## src/rtl/commit_trace_fifo.sv

```systemverilog
// commit_trace_fifo: packs core register write-backs and data-memory accesses
// into trace records and queues them in a show-ahead FIFO. The core is never
// stalled. Records that do not fit are dropped and counted in a saturating counter.
// Optional feature: define TRACE_LOAD_EN to also record loads (kind 2'b10).
module commit_trace_fifo #(
  parameter int unsigned DATA_W = 32,
  parameter int unsigned ADDR_W = 9,
  parameter int unsigned DEPTH  = 16
) (
  input  logic                       clk,
  input  logic                       reset,
  input  logic                       reg_write_sig,
  input  logic [4:0]                 reg_num,
  input  logic [DATA_W-1:0]          reg_data,
  input  logic                       wr,
  input  logic                       rd,
  input  logic [ADDR_W-1:0]          addr,
  input  logic [DATA_W-1:0]          wr_data,
  input  logic [DATA_W-1:0]          rd_data,
  output logic                       trc_valid,
  input  logic                       trc_ready,
  output logic [1:0]                 trc_kind,
  output logic [ADDR_W-1:0]          trc_tag,
  output logic [DATA_W-1:0]          trc_data,
  output logic                       full,
  output logic                       empty,
  output logic [$clog2(DEPTH):0]     count,
  output logic [15:0]                drop_cnt
);

  localparam int unsigned PW = $clog2(DEPTH);
  localparam int unsigned CW = PW + 1;

  typedef struct packed {
    logic [1:0]        kind;
    logic [ADDR_W-1:0] tag;
    logic [DATA_W-1:0] data;
  } rec_t;

  rec_t          mem [DEPTH];
  logic [PW-1:0] wptr;
  logic [PW-1:0] rptr;

  logic          reg_cand;
  logic          mem_cand;
  rec_t          reg_rec;
  rec_t          mem_rec;
  rec_t          rec0;
  logic          pop;
  logic [CW-1:0] ncand;
  logic [CW-1:0] free;
  logic [CW-1:0] npush;
  logic [CW-1:0] ndrop;
  logic [16:0]   drop_sum;

`ifndef TRACE_LOAD_EN
  // Load-side inputs exist for port compatibility only in this build.
  logic unused_load;
  assign unused_load = &{1'b0, rd, rd_data};
`endif

  // Show-ahead head and occupancy flags derived from registered state.
  assign empty     = (count == CW'(0));
  assign full      = (count == CW'(DEPTH));
  assign trc_valid = !empty;
  assign trc_kind  = mem[rptr].kind;
  assign trc_tag   = mem[rptr].tag;
  assign trc_data  = mem[rptr].data;
  assign pop       = trc_valid & trc_ready;

  // Candidate detection, free-space arbitration and drop accounting.
  always_comb begin
    reg_cand     = reg_write_sig && (reg_num != 5'd0);
    reg_rec.kind = 2'b00;
    reg_rec.tag  = ADDR_W'(reg_num);
    reg_rec.data = reg_data;
`ifdef TRACE_LOAD_EN
    mem_cand     = wr | rd;
    mem_rec.kind = wr ? 2'b01 : 2'b10;
    mem_rec.data = wr ? wr_data : rd_data;
`else
    mem_cand     = wr;
    mem_rec.kind = 2'b01;
    mem_rec.data = wr_data;
`endif
    mem_rec.tag  = addr;
    // Register record always takes the first slot when present.
    rec0     = reg_cand ? reg_rec : mem_rec;
    ncand    = CW'(reg_cand) + CW'(mem_cand);
    free     = CW'(DEPTH) - count + CW'(pop);
    npush    = (free >= ncand) ? ncand : free;
    ndrop    = ncand - npush;
    drop_sum = {1'b0, drop_cnt} + 17'(ndrop);
  end

  // Pointer, occupancy and drop counter state.
  always_ff @(posedge clk) begin
    if (reset) begin
      wptr     <= '0;
      rptr     <= '0;
      count    <= '0;
      drop_cnt <= '0;
    end else begin
      wptr     <= wptr + PW'(npush);
      rptr     <= rptr + PW'(pop);
      count    <= count + npush - CW'(pop);
      drop_cnt <= drop_sum[16] ? 16'hFFFF : drop_sum[15:0];
    end
  end

  // Record storage; second push of a cycle lands one slot past the write pointer.
  always_ff @(posedge clk) begin
    if (!reset) begin
      if (npush != CW'(0)) mem[wptr] <= rec0;
      if (npush == CW'(2)) mem[wptr + PW'(1)] <= mem_rec;
    end
  end

endmodule

```

## config.mk

```make
export PLATFORM = sky130hd
export DESIGN_NAME = commit_trace_fifo
export DESIGN_NICKNAME = d
export VERILOG_FILES = /design/src/rtl/commit_trace_fifo.sv
export SDC_FILE = /design/constraint.sdc
export NUM_CORES = 1
export LEC_CHECK = 0
export BUFFER_PORTS_ARGS = -buffer_cell sky130_fd_sc_hd__clkbuf_2
export CAP_MARGIN = 5
export CORE_MARGIN = 8
export CORE_UTILIZATION = 30
export CTS_CLUSTER_SIZE = 20
export DETAILED_ROUTE_END_ITERATION = 10
export RECOVER_POWER = 50
export SLEW_MARGIN = 40
export SYNTH_ARGS = -nofsm -noshare
export SYNTH_HDL_FRONTEND = slang
export SYNTH_SLANG_ARGS = --single-unit
```

## constraint.sdc

```tcl
create_clock -name clk -period 11.6 [get_ports clk]
set_input_delay 3.48 -clock clk [delete_from_list [all_inputs] [get_ports clk]]
set_output_delay 3.48 -clock clk [all_outputs]
set_load 0.02 [all_outputs]
```

==> impl_metrics.yaml, run 1 <==
floorplanning:
  coreArea_um2: 116000
  boundaryPins: 183
  die_w_um: 357
  die_h_um: 357
  initial_utilization_pct: 30.1
  row_count: 125
  die_area_um2: 127000
setup_path:
  crit_start: "reg_num[1]"
  endpoint_kind: "register"
  path_cells: "clkbuf_2, or4_1, o21ai_4, inv_1, ha_1, ha_1, nand2b_1, a211oi_1, a211oi_4, clkbuf_1, o21ai_0, buf_4, a21oi_1"
  cp_data_arrival_time_ns: 10.74
  start_kind: "input port"
  cp_common_cell: "ha_1"
  crit_required_ns: 12.05
  path_class: "input port to register"
  cp_max_fo: 40
  crit_path_top_delay_cell: "clkbuf_1"
  cpPeakStageDelay_ns: 2.59
  reg2reg_from: "count[2]"
placement:
  place_hpwl_um: 66000
  placedCellCount: 3816
  place_area_um2: 37700
  gp_congestion: 0.799
  portBuffers: 148
timing:
  fin_crit_ns: 10.30
  slew_violations: 536
  hold_viol_final: 0
  fin_worst_skew_ns: 0.0319
  fin_crit_sh_pct: 88.8
  setup_tns_ns: 0
  slew_headroom_pct: -150
  setup_viol: 0
  worstMarginPinSlew_ns: 3.76
  clock.fmax_mhz: 97.1
  rsz0062_at_grt: "false"
yosys:
  yosysSeqAreaShare_pct: 59.2
  syn_area_um2: 34800
  synth_seq_cells: 701
  syn_area_per_cell_um2: 15.0
  yosysWarnings: 0
  synth_top_area_cell: "edfxtp_1"
  ys_async_sr_fraction_pct: 0
  synth_area_leaders: "edfxtp_1, mux4_2, o2bb2ai_1"
  synthDistinctLibCells: 68
  netlist.area_leader.share_pct: 56.6
  synthFlopType: "edfxtp_1"
  synth-edff-count: 656
  synth_cells: 2324
route:
  dr.first_iter.drc_count: 3146
  drc: 0
  wire_per_inst_um: 30.6
  drtPass1Iterations: 5
  routed_wl_um: 121000
  final_antenna_net_count: 0
  vias: 23599
  viasPerCell: 5.96
global_routing:
  track_usage_pct: 18.5
  antenna_found_initial: 8
  grt_max_degree: 131
  grt_pass1_vias: 23960
  grt_overflow: 0
  grt_pass1_wl_um: 172000
pwr:
  powerDensity_nw_per_um2: 193
  p_leak_nw: 11.8
  total_power_mw: 7.70
  max-vdd-ir-drop_v: 0.000116
finish:
  layout.area.seq_um2: 20600
  finalNonFillerCells: 3957
  layout_commonest_cell: "edfxtp_1"
  final_core_util_pct: 34.4
  nets: 2519
  layout_common_cells: "edfxtp_1, o2bb2ai_1, a21oi_1, mux4_2, clkbuf_1"
  drive_gt1_share_pct: 22.7
  multi_input_area_um2: 13100
  area_growth_pct: 14.3
  fill_cells: 11016
  fin_area_um2: 39800
clocking:
  cts_buffers: 77
  cts.reportedPaths.clkPinSlew_ns: 0.06
  cts_root_buf: "clkbuf_16"
  clock_path_buffers: 3
  postCtsResizedCells: 0
  cts_max_level: 3
  holdBufCountCts: 0
  cts.sinks: 701
  clock_latency_ns: 0.64
  cts_tree: "built"
  cts_setup_buffers: 0
min_path:
  hp-start: "mem[15][41]"
  holdCritPathClass: "register to register"
outcome:
  violations: "max-capacitance violations, max-slew violations"
  status: "finished with violations"
flow_run:
  drv_cap: 18
[metal layers]
layer  vias up  track usage (%)  wire, um
li1       9751                -         -
met1     11994             23.9     45900
met2      1534             30.2     57500
met3       312             3.82     12700
met4         8             7.36      4790
met5         -                0        58
[final cells by class]
| class | instances | share of cell area, % |
|---|---|---|
| Sequential cell | 701 | 51.8 |
| Multi-Input combinational cell | 1296 | 33.0 |
| Clock buffer | 101 | 5.21 |
| Tap cell | 1524 | 4.79 |
| Timing Repair Buffer | 263 | 4.24 |
| Clock inverter | 33 | 0.654 |
| Inverter | 36 | 0.340 |
| Antenna cell | 3 | 0.0189 |
[worst max-delay path, delay by kind of cell]
kind | cells | cell delay, ns
AND/OR/NAND/NOR | 2 | 0.69
buffers and inverters | 4 | 3.34
AO/OA/AOI/OAI | 5 | 2.55
adder cells (fa/ha/maj) | 2 | 0.68
[worst paths after layout]
kind,endpoint,depth (start not counted),slack [ns]
max,mem[5][40],13,1.30
min,mem[15][41],2,0.46
max reg2reg,mem[5][40],13,3.83
min reg2reg,mem[15][41],2,0.46
[sequential cells by signal, indices dropped and copies added (netlist names)]
| register | count |
|---|---|
| wptr | 4 |
| count | 5 |
| mem | 672 |
| rptr | 4 |
| drop_cnt | 16 |
[Yosys cell counts, types with 4 or more instances]
| cell | count |
|---|---|
| a2111oi_0 | 4 |
| nand2_1 | 31 |
| xor2_1 | 6 |
| and2_1 | 4 |
| buf_6 | 10 |
| a31oi_1 | 10 |
| a211oi_1 | 20 |
| fa_1 | 4 |
| o211ai_1 | 6 |
| inv_1 | 36 |
| mux2i_1 | 37 |
| dfxtp_1 | 45 |
| a21boi_1 | 4 |
| o21bai_1 | 37 |
| or4_1 | 4 |
| a21o_1 | 7 |
| and4_1 | 4 |
| o2bb2ai_2 | 9 |
| nor3_1 | 11 |
| o31a_1 | 4 |
| edfxtp_1 | 656 |
| buf_1 | 22 |
| o2bb2ai_1 | 435 |
| o21ai_1 | 21 |
| buf_2 | 48 |
| nand3_1 | 16 |
| nor2b_1 | 8 |
| nand2b_1 | 6 |
| mux4_2 | 210 |
| nor2_1 | 37 |
| a211o_1 | 4 |
| clkbuf_1 | 206 |
| o21ai_0 | 39 |
| nor3b_1 | 5 |
| ha_1 | 24 |
| nand4_1 | 7 |
| a21oi_1 | 222 |
| buf_4 | 6 |
| a41oi_1 | 5 |
| xnor2_1 | 9 |
[cells by family after synthesis]
family / synth area share, %
AO/OA/AOI/OAI: 18.3
flip-flops: 59.2
buffers and inverters: 3.99
other: 0.0216
adder cells (fa/ha/maj): 1.09
AND/OR/NAND/NOR: 2.30
XOR/XNOR: 0.377
multiplexers: 14.7
[power breakdown]
group	leakage [nW]	total, mW	internal [mW]	switching [mW]
combinational	4.44	2.23	0.837	1.40
clock	1.14	2.35	1.34	1.01
sequential	6.27	3.11	3.00	0.115
total	11.8	7.70	5.17	2.52
[metrics by stage]
step           hold slack (ns)  setup WS [ns]
2_1_floorplan            0.430           1.23
3_3_place_gp             0.451           1.85
3_5_place_dp             0.448           1.85
4_1_cts                  0.468           2.52
5_1_grt                  0.493           1.23
6_report                 0.461           1.30
No activity file was read; power rests on OpenSTA's default activity.
==> inputs of run 2 (changes only) <==
Settings changed: CORE_ASPECT_RATIO set to 0.9, PLACE_DENSITY set to 0.44.
==> run 2 against run 1 <==
Effect of this change:
- the flow still finishes with violations (max-capacitance violations, max-slew violations)
- global-route usage is 1.9 points higher
- sequential power hardly changed
- clock power is 8.5% higher
- setup slack better by 0.038 ns
- first-iteration DRC count is 5.2% lower
- largest cell class unchanged
- final area is 0.22% higher
- hold slack better by 0.0074 ns
- largest power group unchanged
- critical path depth is 1 lower
- register-to-register slack better by 0.43 ns
- fmax is 0.37% higher
==> impl_metrics.yaml, run 2 (synthesis gave the netlist of run 1 again) <==
outcome:
  status: "finished with violations"
  violations: "max-capacitance violations, max-slew violations"
pwr:
  p_leak_nw: 12.0
  p_seq_share_pct: 39.0
  powerDensity_nw_per_um2: 199
  p_comb_share_pct: 28.9
  p_switching_mw: 2.64
  power.internal_mw: 5.31
  max-vdd-ir-drop_v: 0.000117
  switching_share_pct: 33.2
  p_clk_share_pct: 32.1
route:
  final_antenna_net_count: 0
  drc: 0
  dr.first_iter.drc_count: 2982
  drtPass1Iterations: 6
  viasPerCell: 6.05
  routed_wl_um: 133000
  wire_per_inst_um: 33.7
  vias: 23878
finish:
  final_core_util_pct: 34.7
  layout_common_cells: "edfxtp_1, o2bb2ai_1, a21oi_1, mux4_2, clkbuf_2"
  drive_gt1_share_pct: 23.4
  area_growth_pct: 14.6
  layout_commonest_cell: "edfxtp_1"
  largest-register: "mem"
  top_regs: "mem: 672 flops, drop_cnt: 16 flops, count: 5 flops"
  finalNonFillerCells: 3944
  nets: 2530
  largest_reg_flops: 672
setup_path:
  endpoint_kind: "register"
  cp_data_arrival_time_ns: 10.52
  cp_max_fo: 38
  start_kind: "input port"
  cpPeakStageDelay_ns: 2.78
  path_cells: "clkbuf_1, or4_1, o21ai_4, inv_1, ha_1, ha_1, nand2b_1, a211oi_1, a2111oi_1, nor2_4, clkbuf_1, o2bb2ai_1"
  crit_required_ns: 11.86
  path_class: "input port to register"
  crit_buf_inv: 3
  crit_family: "buffers and inverters"
  crit_path_top_delay_cell: "clkbuf_1"
floorplanning:
  coreArea_um2: 115000
  boundaryPins: 183
  row_count: 118
  die_w_um: 375
  initial_utilization_pct: 30.3
  die_area_um2: 127000
  die_h_um: 339
timing:
  setup_viol: 0
  fin_worst_skew_ns: 0.0198
  hold_viol_final: 0
  slew_violations: 468
  fin_crit_ns: 10.26
  clock.fmax_mhz: 97.5
  worstMarginPinSlew_ns: 4.30
  rsz0062_at_grt: "false"
  setup_tns_ns: 0
  slew_headroom_pct: -187
  setup_ws_ns: 1.34
  fin_crit_sh_pct: 88.4
  fin_hold_ws_ns: 0.468
placement:
  place_hpwl_um: 72300
  gp_congestion: 0.784
  placedCellCount: 3800
  portBuffers: 148
  dp_slack_ns: 1.73
global_routing:
  grt_pass1_wl_um: 187000
  grt_max_degree: 61
  antenna_found_initial: 3
  grt_overflow: 0
  track_usage_pct: 20.3
  grt_pass1_vias: 24727
clocking:
  cts_root_buf: "clkbuf_16"
  clock_path_buffers: 3
  clock_latency_ns: 0.66
  holdBufCountCts: 0
  cts_buffers: 80
  cts_setup_buffers: 0
  cts_max_level: 3
  cts.sinks: 701
  cts_tree: "built"
  postCtsResizedCells: 0
  cts.reportedPaths.clkPinSlew_ns: 0.07
flow_run:
  drv_cap: 14
min_path:
  holdCritPathClass: "register to register"
==> run 2: worst min-delay path, stage by stage, from the launching register on <==
cell and delay, ns:
dfxtp_1 0.31, inv_1 0.05, a31oi_1 0.06
==> run 2: worst paths after layout <==
check	start	to	slack [ns]	depth (start not counted)
worst max-delay path	reg_num[1]	mem[12][35]	1.34	12
worst min-delay path	mem[15][41]	mem[15][41]	0.47	2
worst max register to register	count[2]	mem[9][23]	4.26	14
worst min register to register	mem[15][41]	mem[15][41]	0.47	2
==> run 2: cell type report <==
type | count | area (um2)
fill | 11001 | 75100
sequential | 701 | 20600
multi-input combinational | 1296 | 13100
clock buffer | 101 | 2100
tap | 1500 | 1880
timing repair buffer | 271 | 1660
clock inverter | 37 | 439
inverter | 36 | 135
antenna | 2 | 5.00
==> run 2: metrics by stage <==
| stage | area (um2) | power [mW] |
|---|---|---|
| floorplan | 34800 | 4.59 |
| global placement | 37400 | 5.43 |
| detailed placement | 37600 | 5.48 |
| CTS | 40100 | 8.03 |
| global route | 39900 | 8.26 |
| finish | 39900 | 7.95 |
==> run 2: layer usage <==
metal / up-vias / global-route usage, % / part of all wire (%)
met5: - / 0 / 0
li1: 9786 / - / -
met1: 12536 / 27.7 / 42
met4: 0 / 6.10 / 3.0
met3: 250 / 4.79 / 8.9
met2: 1306 / 32.2 / 46
==> run 2: power by group through the flow <==
stage | clock (mW) | combinational [mW] | sequential, mW
final | 2.55 | 2.29 | 3.10
after CTS | 2.59 | 2.33 | 3.10
after detailed placement | 0 | 2.32 | 3.16
after global routing | 2.69 | 2.45 | 3.12
after global placement | 0 | 2.25 | 3.18
after floorplan | 0 | 1.47 | 3.12
